==> src/rtl/cnt_ctrl_seq_if.sv <==
// Control bundle between a run sequencer and a 4-bit up/down counter:
// run configuration in, counter commands and run status out.
interface cnt_ctrl_seq_if #(
    parameter int DATA_W = 4
);
    logic              start;
    logic [DATA_W-1:0] presc;
    logic [DATA_W-1:0] load_val;
    logic [DATA_W-1:0] up_ticks;
    logic [DATA_W-1:0] dn_ticks;
    logic              ena;
    logic              sclr_n;
    logic              load;
    logic              dir;
    logic [DATA_W-1:0] din;
    logic              busy;
    logic              done;

    modport master (
        output start, presc, load_val, up_ticks, dn_ticks,
        input  ena, sclr_n, load, dir, din, busy, done
    );

    modport slave (
        input  start, presc, load_val, up_ticks, dn_ticks,
        output ena, sclr_n, load, dir, din, busy, done
    );
endinterface

==> src/rtl/cnt_ctrl_seq.sv <==
// Sequencer that drives one clear / load / count-up / count-down run into a
// 4-bit up/down counter, pacing each command by a programmable prescaler tick.
module cnt_ctrl_seq #(
    parameter int DATA_W = 4
) (
    input  logic           clk,
    input  logic           rst,
    cnt_ctrl_seq_if.slave  bus
);
    typedef enum logic [2:0] {
        S_IDLE,
        S_CLR,
        S_LD,
        S_UP,
        S_DN,
        S_DONE
    } state_t;

    localparam logic [DATA_W-1:0] ONE  = DATA_W'(1);
    localparam logic [DATA_W-1:0] ZERO = '0;

    state_t            state;
    state_t            state_nxt;
    logic [DATA_W-1:0] presc_q;
    logic [DATA_W-1:0] load_q;
    logic [DATA_W-1:0] up_q;
    logic [DATA_W-1:0] dn_q;
    logic [DATA_W-1:0] pcnt;
    logic [DATA_W-1:0] rem;
    logic [DATA_W-1:0] rem_nxt;
    logic              run;
    logic              tick;
    logic              accept;

    assign run    = (state == S_CLR) || (state == S_LD) ||
                    (state == S_UP)  || (state == S_DN);
    assign tick   = run && (pcnt == presc_q);
    assign accept = (state == S_IDLE) && bus.start;

    always_ff @(posedge clk) begin
        if (rst) begin
            state <= S_IDLE;
        end else begin
            state <= state_nxt;
        end
    end

    // Run configuration is frozen at acceptance and only re-captured from IDLE.
    always_ff @(posedge clk) begin
        if (accept) begin
            presc_q <= bus.presc;
            load_q  <= bus.load_val;
            up_q    <= bus.up_ticks;
            dn_q    <= bus.dn_ticks;
        end
    end

    always_ff @(posedge clk) begin
        if (rst) begin
            pcnt <= ZERO;
            rem  <= ZERO;
        end else begin
            if (accept) begin
                pcnt <= ZERO;
            end else if (run) begin
                pcnt <= tick ? ZERO : pcnt + ONE;
            end
            rem <= rem_nxt;
        end
    end

    // State only advances on a tick so each command spans a full counter enable.
    always_comb begin
        state_nxt = state;
        rem_nxt   = rem;
        case (state)
            S_IDLE: begin
                if (bus.start) begin
                    state_nxt = S_CLR;
                end
            end
            S_CLR: begin
                if (tick) begin
                    state_nxt = S_LD;
                end
            end
            S_LD: begin
                if (tick) begin
                    if (up_q != ZERO) begin
                        state_nxt = S_UP;
                        rem_nxt   = up_q;
                    end else if (dn_q != ZERO) begin
                        state_nxt = S_DN;
                        rem_nxt   = dn_q;
                    end else begin
                        state_nxt = S_DONE;
                    end
                end
            end
            S_UP: begin
                if (tick) begin
                    if (rem == ONE) begin
                        if (dn_q != ZERO) begin
                            state_nxt = S_DN;
                            rem_nxt   = dn_q;
                        end else begin
                            state_nxt = S_DONE;
                            rem_nxt   = ZERO;
                        end
                    end else begin
                        rem_nxt = rem - ONE;
                    end
                end
            end
            S_DN: begin
                if (tick) begin
                    if (rem == ONE) begin
                        state_nxt = S_DONE;
                        rem_nxt   = ZERO;
                    end else begin
                        rem_nxt = rem - ONE;
                    end
                end
            end
            S_DONE: begin
                state_nxt = S_IDLE;
            end
            default: begin
                state_nxt = S_IDLE;
                rem_nxt   = ZERO;
            end
        endcase
    end

    always_comb begin
        bus.ena    = tick;
        bus.sclr_n = (state != S_CLR);
        bus.load   = (state == S_LD);
        bus.dir    = (state == S_DN);
        bus.din    = run ? load_q : ZERO;
        bus.busy   = run;
        bus.done   = (state == S_DONE);
    end
endmodule

==> src/flat_wrapper.sv <==
// flat-port wrapper written by rule: the top's interface ports become plain ports
module cnt_ctrl_seq_flat 
#(
    parameter int DATA_W = 4
)
  (clk, rst, bus_start, bus_presc, bus_load_val, bus_up_ticks, bus_dn_ticks, bus_ena, bus_sclr_n, bus_load, bus_dir, bus_din, bus_busy, bus_done);
  cnt_ctrl_seq_if #(.DATA_W(DATA_W)) bus_i ();
  input  logic clk;
  input  logic rst;
  input wire logic [$bits(bus_i.start)-1:0] bus_start;
  input wire logic [$bits(bus_i.presc)-1:0] bus_presc;
  input wire logic [$bits(bus_i.load_val)-1:0] bus_load_val;
  input wire logic [$bits(bus_i.up_ticks)-1:0] bus_up_ticks;
  input wire logic [$bits(bus_i.dn_ticks)-1:0] bus_dn_ticks;
  output wire logic [$bits(bus_i.ena)-1:0] bus_ena;
  output wire logic [$bits(bus_i.sclr_n)-1:0] bus_sclr_n;
  output wire logic [$bits(bus_i.load)-1:0] bus_load;
  output wire logic [$bits(bus_i.dir)-1:0] bus_dir;
  output wire logic [$bits(bus_i.din)-1:0] bus_din;
  output wire logic [$bits(bus_i.busy)-1:0] bus_busy;
  output wire logic [$bits(bus_i.done)-1:0] bus_done;
  assign bus_i.start = bus_start;
  assign bus_i.presc = bus_presc;
  assign bus_i.load_val = bus_load_val;
  assign bus_i.up_ticks = bus_up_ticks;
  assign bus_i.dn_ticks = bus_dn_ticks;
  assign bus_ena = bus_i.ena;
  assign bus_sclr_n = bus_i.sclr_n;
  assign bus_load = bus_i.load;
  assign bus_dir = bus_i.dir;
  assign bus_din = bus_i.din;
  assign bus_busy = bus_i.busy;
  assign bus_done = bus_i.done;
  cnt_ctrl_seq #(.DATA_W(DATA_W)) u_core (.clk(clk), .rst(rst), .bus(bus_i));
endmodule
==> config.mk <==
export PLATFORM = sky130hd
export DESIGN_NAME = cnt_ctrl_seq_flat
export DESIGN_NICKNAME = d
export VERILOG_FILES = /design/src/rtl/cnt_ctrl_seq_if.sv /design/src/rtl/cnt_ctrl_seq.sv /design/src/flat_wrapper.sv
export SDC_FILE = /design/constraint.sdc
export NUM_CORES = 1
export LEC_CHECK = 0
export CAP_MARGIN = 40
export CORE_MARGIN = 8
export CORE_UTILIZATION = 45
export DETAILED_ROUTE_END_ITERATION = 6
export PLACE_DENSITY = 0.79
export SYNTH_ARGS = -nofsm -noshare
export SYNTH_HDL_FRONTEND = slang
export SYNTH_SLANG_ARGS = --single-unit
==> constraint.sdc <==
create_clock -name clk -period 3.48 [get_ports clk]
set_clock_uncertainty 0.2 [all_clocks]
set_input_delay 0.696 -clock clk [delete_from_list [all_inputs] [get_ports clk]]
set_output_delay 0.696 -clock clk [all_outputs]
set_load 0.01 [all_outputs]
==> impl_metrics.json <==
{
  "outcome": "finished, final reports clean",
  "post-cts-setup-buffers": 0,
  "worst-slew-pin-transition_ns": 0.4523,
  "num_antenna_cells": 0,
  "critical_path_class": "register to output port",
  "fin_crit_ns": 3.143,
  "r2r_cells": 5,
  "routabilityCongestion": 0.8590,
  "p_total_uw": 703.8,
  "rsz0062_at_grt": "no",
  "clock_path_buffers": 2,
  "antenna_left": 0,
  "slowest_stage": "dfxtp_1",
  "drive_gt1_share_pct": 10.53,
  "yosysWarningCount": 0,
  "die_x_um": 71.10,
  "syn_avg_cell_area_um2": 11.02,
  "synth_ff_type": "edfxtp_1",
  "numCtsBuffers": 3,
  "synth_top_cell_area_share_pct": 35.16,
  "netlist_area_um2": 1366,
  "area_delta_synth_final_pct": 24.72,
  "initial_core_util_pct": 45.88,
  "netlist.top_cell.by_area": "edfxtp_1",
  "cp_cell_sequence": "nor2_1 > xnor2_2 > inv_1 > nor2_1 > clkdlybuf4s50_1",
  "drtIter0Drc": 42,
  "htree_levels": 1,
  "async_flop_share_pct": 0,
  "die_y_um": 71.10,
  "wl_mm": 2.635,
  "min_path_cells": 2,
  "num-fill-cells": 247,
  "post_cts_resized": 0,
  "antenna_found_initial": 0,
  "power.leakage_uw": 0.0005930,
  "syn-instance-count": 124,
  "powerDensity_nw_per_um2": 413.0,
  "syn_nets": 146,
  "crit_path_start_kind": "register",
  "clk_latency_ns": 0.31,
  "dieArea_um2": 5055,
  "grt_pass1_wl_mm": 4.291,
  "finalCritPeriodShare_pct": 90.33,
  "cts.sink_count": 27,
  "layout_setup_ws_ns": 0.3365,
  "crit_family": "buffers and inverters",
  "vias_per_cell": 5.530,
  "vdd_drop_max_v": 0.0002552,
  "path_depth": 5,
  "netlist_top_cells_count": "nor2_1 (18), edfxtp_1 (16), dfxtp_1 (11)",
  "synth_edf_count": 16,
  "firstDrtPassIters": 4,
  "overflow": 0,
  "cts_hold_buf": 0,
  "hpwl_mm": 2.118,
  "cts.clk_slew.worst_paths_ns": 0.13,
  "endpoint_kind": "output port",
  "maxCapViolCount": 0,
  "synthMostInstantiatedCell": "nor2_1",
  "ys_top_cells_by_area": "edfxtp_1 (35%), dfxtp_1 (16%), nor2_1 (4.9%), xnor2_1 (3.8%), ha_1 (2.7%)",
  "crit_fanout": 14,
  "r2r_slack_ns": 1.28,
  "placementRows": 20,
  "final_nets": 175,
  "slowest_delay_ns": 0.59,
  "max_freq_ghz": 0.3181,
  "setup_viol": 0,
  "arrival_ns": 2.25,
  "tns_ns": 0,
  "root_buffer": "clkbuf_4",
  "slew_viol_final": 0,
  "final_hold_viol_count": 0,
  "num_vias": 1023,
  "ys_seq_area_share_pct": 51.28,
  "port_buffers": 28,
  "path_common_cell": "nor2_1",
  "pre_cts_slack_ns": 0.6890,
  "wl_per_cell_um": 14.24,
  "ys_seq_elements": 27,
  "grt_pass1_vias": 1003,
  "synth_cell_types": 42,
  "ioPinCount": 29,
  "hold_class": "register to register",
  "drc": 0,
  "slew_headroom_pct": 69.81,
  "cts_tree": "yes",
  "crit_required_ns": 2.58,
  "grt_use_total_pct": 10.30,
  "grt_max_degree": 17,
  "core_area_um2": 2978,
  "crit_buf_inv": 2
}
[worst min-delay path, cell delays in order, from the launching register on]
cell and delay, ns:
dfxtp_1 0.38, nand2_1 0.07, a21oi_1 0.06
[area by class of cell]
type                    count  area, µm²  area share (%)
inverters                   5      18.77           1.101
multi-input cells          87      629.4           36.93
well taps                  33      41.29           2.423
clock buffers               4      26.28           1.542
repair buffers             29      287.8           16.89
flip-flops and latches     27      700.7           41.12
[where the power goes]
group / switching, µW / total [µW] / internal, µW
combinational: 83.4 / 174 / 90.4
clock: 83.7 / 128 / 44.7
sequential: 29.8 / 402 / 372
total: 197 / 704 / 507
[state kept, by name, indices dropped and copies added, names as in the netlist]
register / cells
u_core.load_q: 4
u_core.presc_q: 4
u_core.pcnt: 4
u_core.dn_q: 4
u_core.rem: 4
u_core.up_q: 4
u_core.state: 3
[layout by cell type, fill, tap and decap left out, drive strengths merged, types with 5 or more instances in the layout]
| cell type | netlist | layout |
|---|---|---|
| dfxtp | 11 | 11 |
| a211oi | 5 | 5 |
| clkdlybuf4s50 | 0 | 28 |
| and2 | 5 | 5 |
| xnor2 | 8 | 8 |
| edfxtp | 16 | 16 |
| nand2 | 6 | 6 |
| nor2 | 18 | 18 |
| inv | 5 | 5 |
| a21oi | 8 | 8 |
[worst paths after layout]
path                                start                           to
max          u_core.state[0]$_SDFFE_PP0P_                      bus_ena
min           u_core.pcnt[1]$_SDFFE_PP0N_  u_core.pcnt[1]$_SDFFE_PP0N_
max reg2reg  u_core.state[2]$_SDFFE_PP0P_   u_core.rem[1]$_SDFFE_PP0P_
min reg2reg   u_core.pcnt[1]$_SDFFE_PP0N_  u_core.pcnt[1]$_SDFFE_PP0N_
[routing by layer]
metal,GRT usage (%),wire length [µm],share of wire (%),up-vias
li1,-,-,-,506
met4,4.619,21,0.80,0
met3,2.542,141,5.4,2
met2,18.54,1382,52,31
met5,0,0,0,-
met1,11.05,1090,41,484
[cells by family (layout without fill, tap and decap cells)]
kind of cell               after synthesis  count (layout)  share of synthesized area [%]
and+or+nand+nor                         47              47                          19.32
adders and majority gates                3               3                          2.748
xor gates and xnor gates                 9               9                          6.868
buffers and inverters                   10              38                          3.113
AOI/OAI and AO/OA                       28              28                          16.67
DFF                                     27              27                          51.28
[stage by stage]
step	hold slack, ns	utilization [%]	instances	area [µm²]
3_3_place_gp	0.3001	56.34	181	1678
2_1_floorplan	0.2735	-	124	1366
5_1_grt	0.3647	57.23	185	1704
6_report	0.3456	57.23	185	1704
3_5_place_dp	0.3232	56.34	181	1678
4_1_cts	0.3428	57.23	185	1704
(Power assumes the default switching activity.)
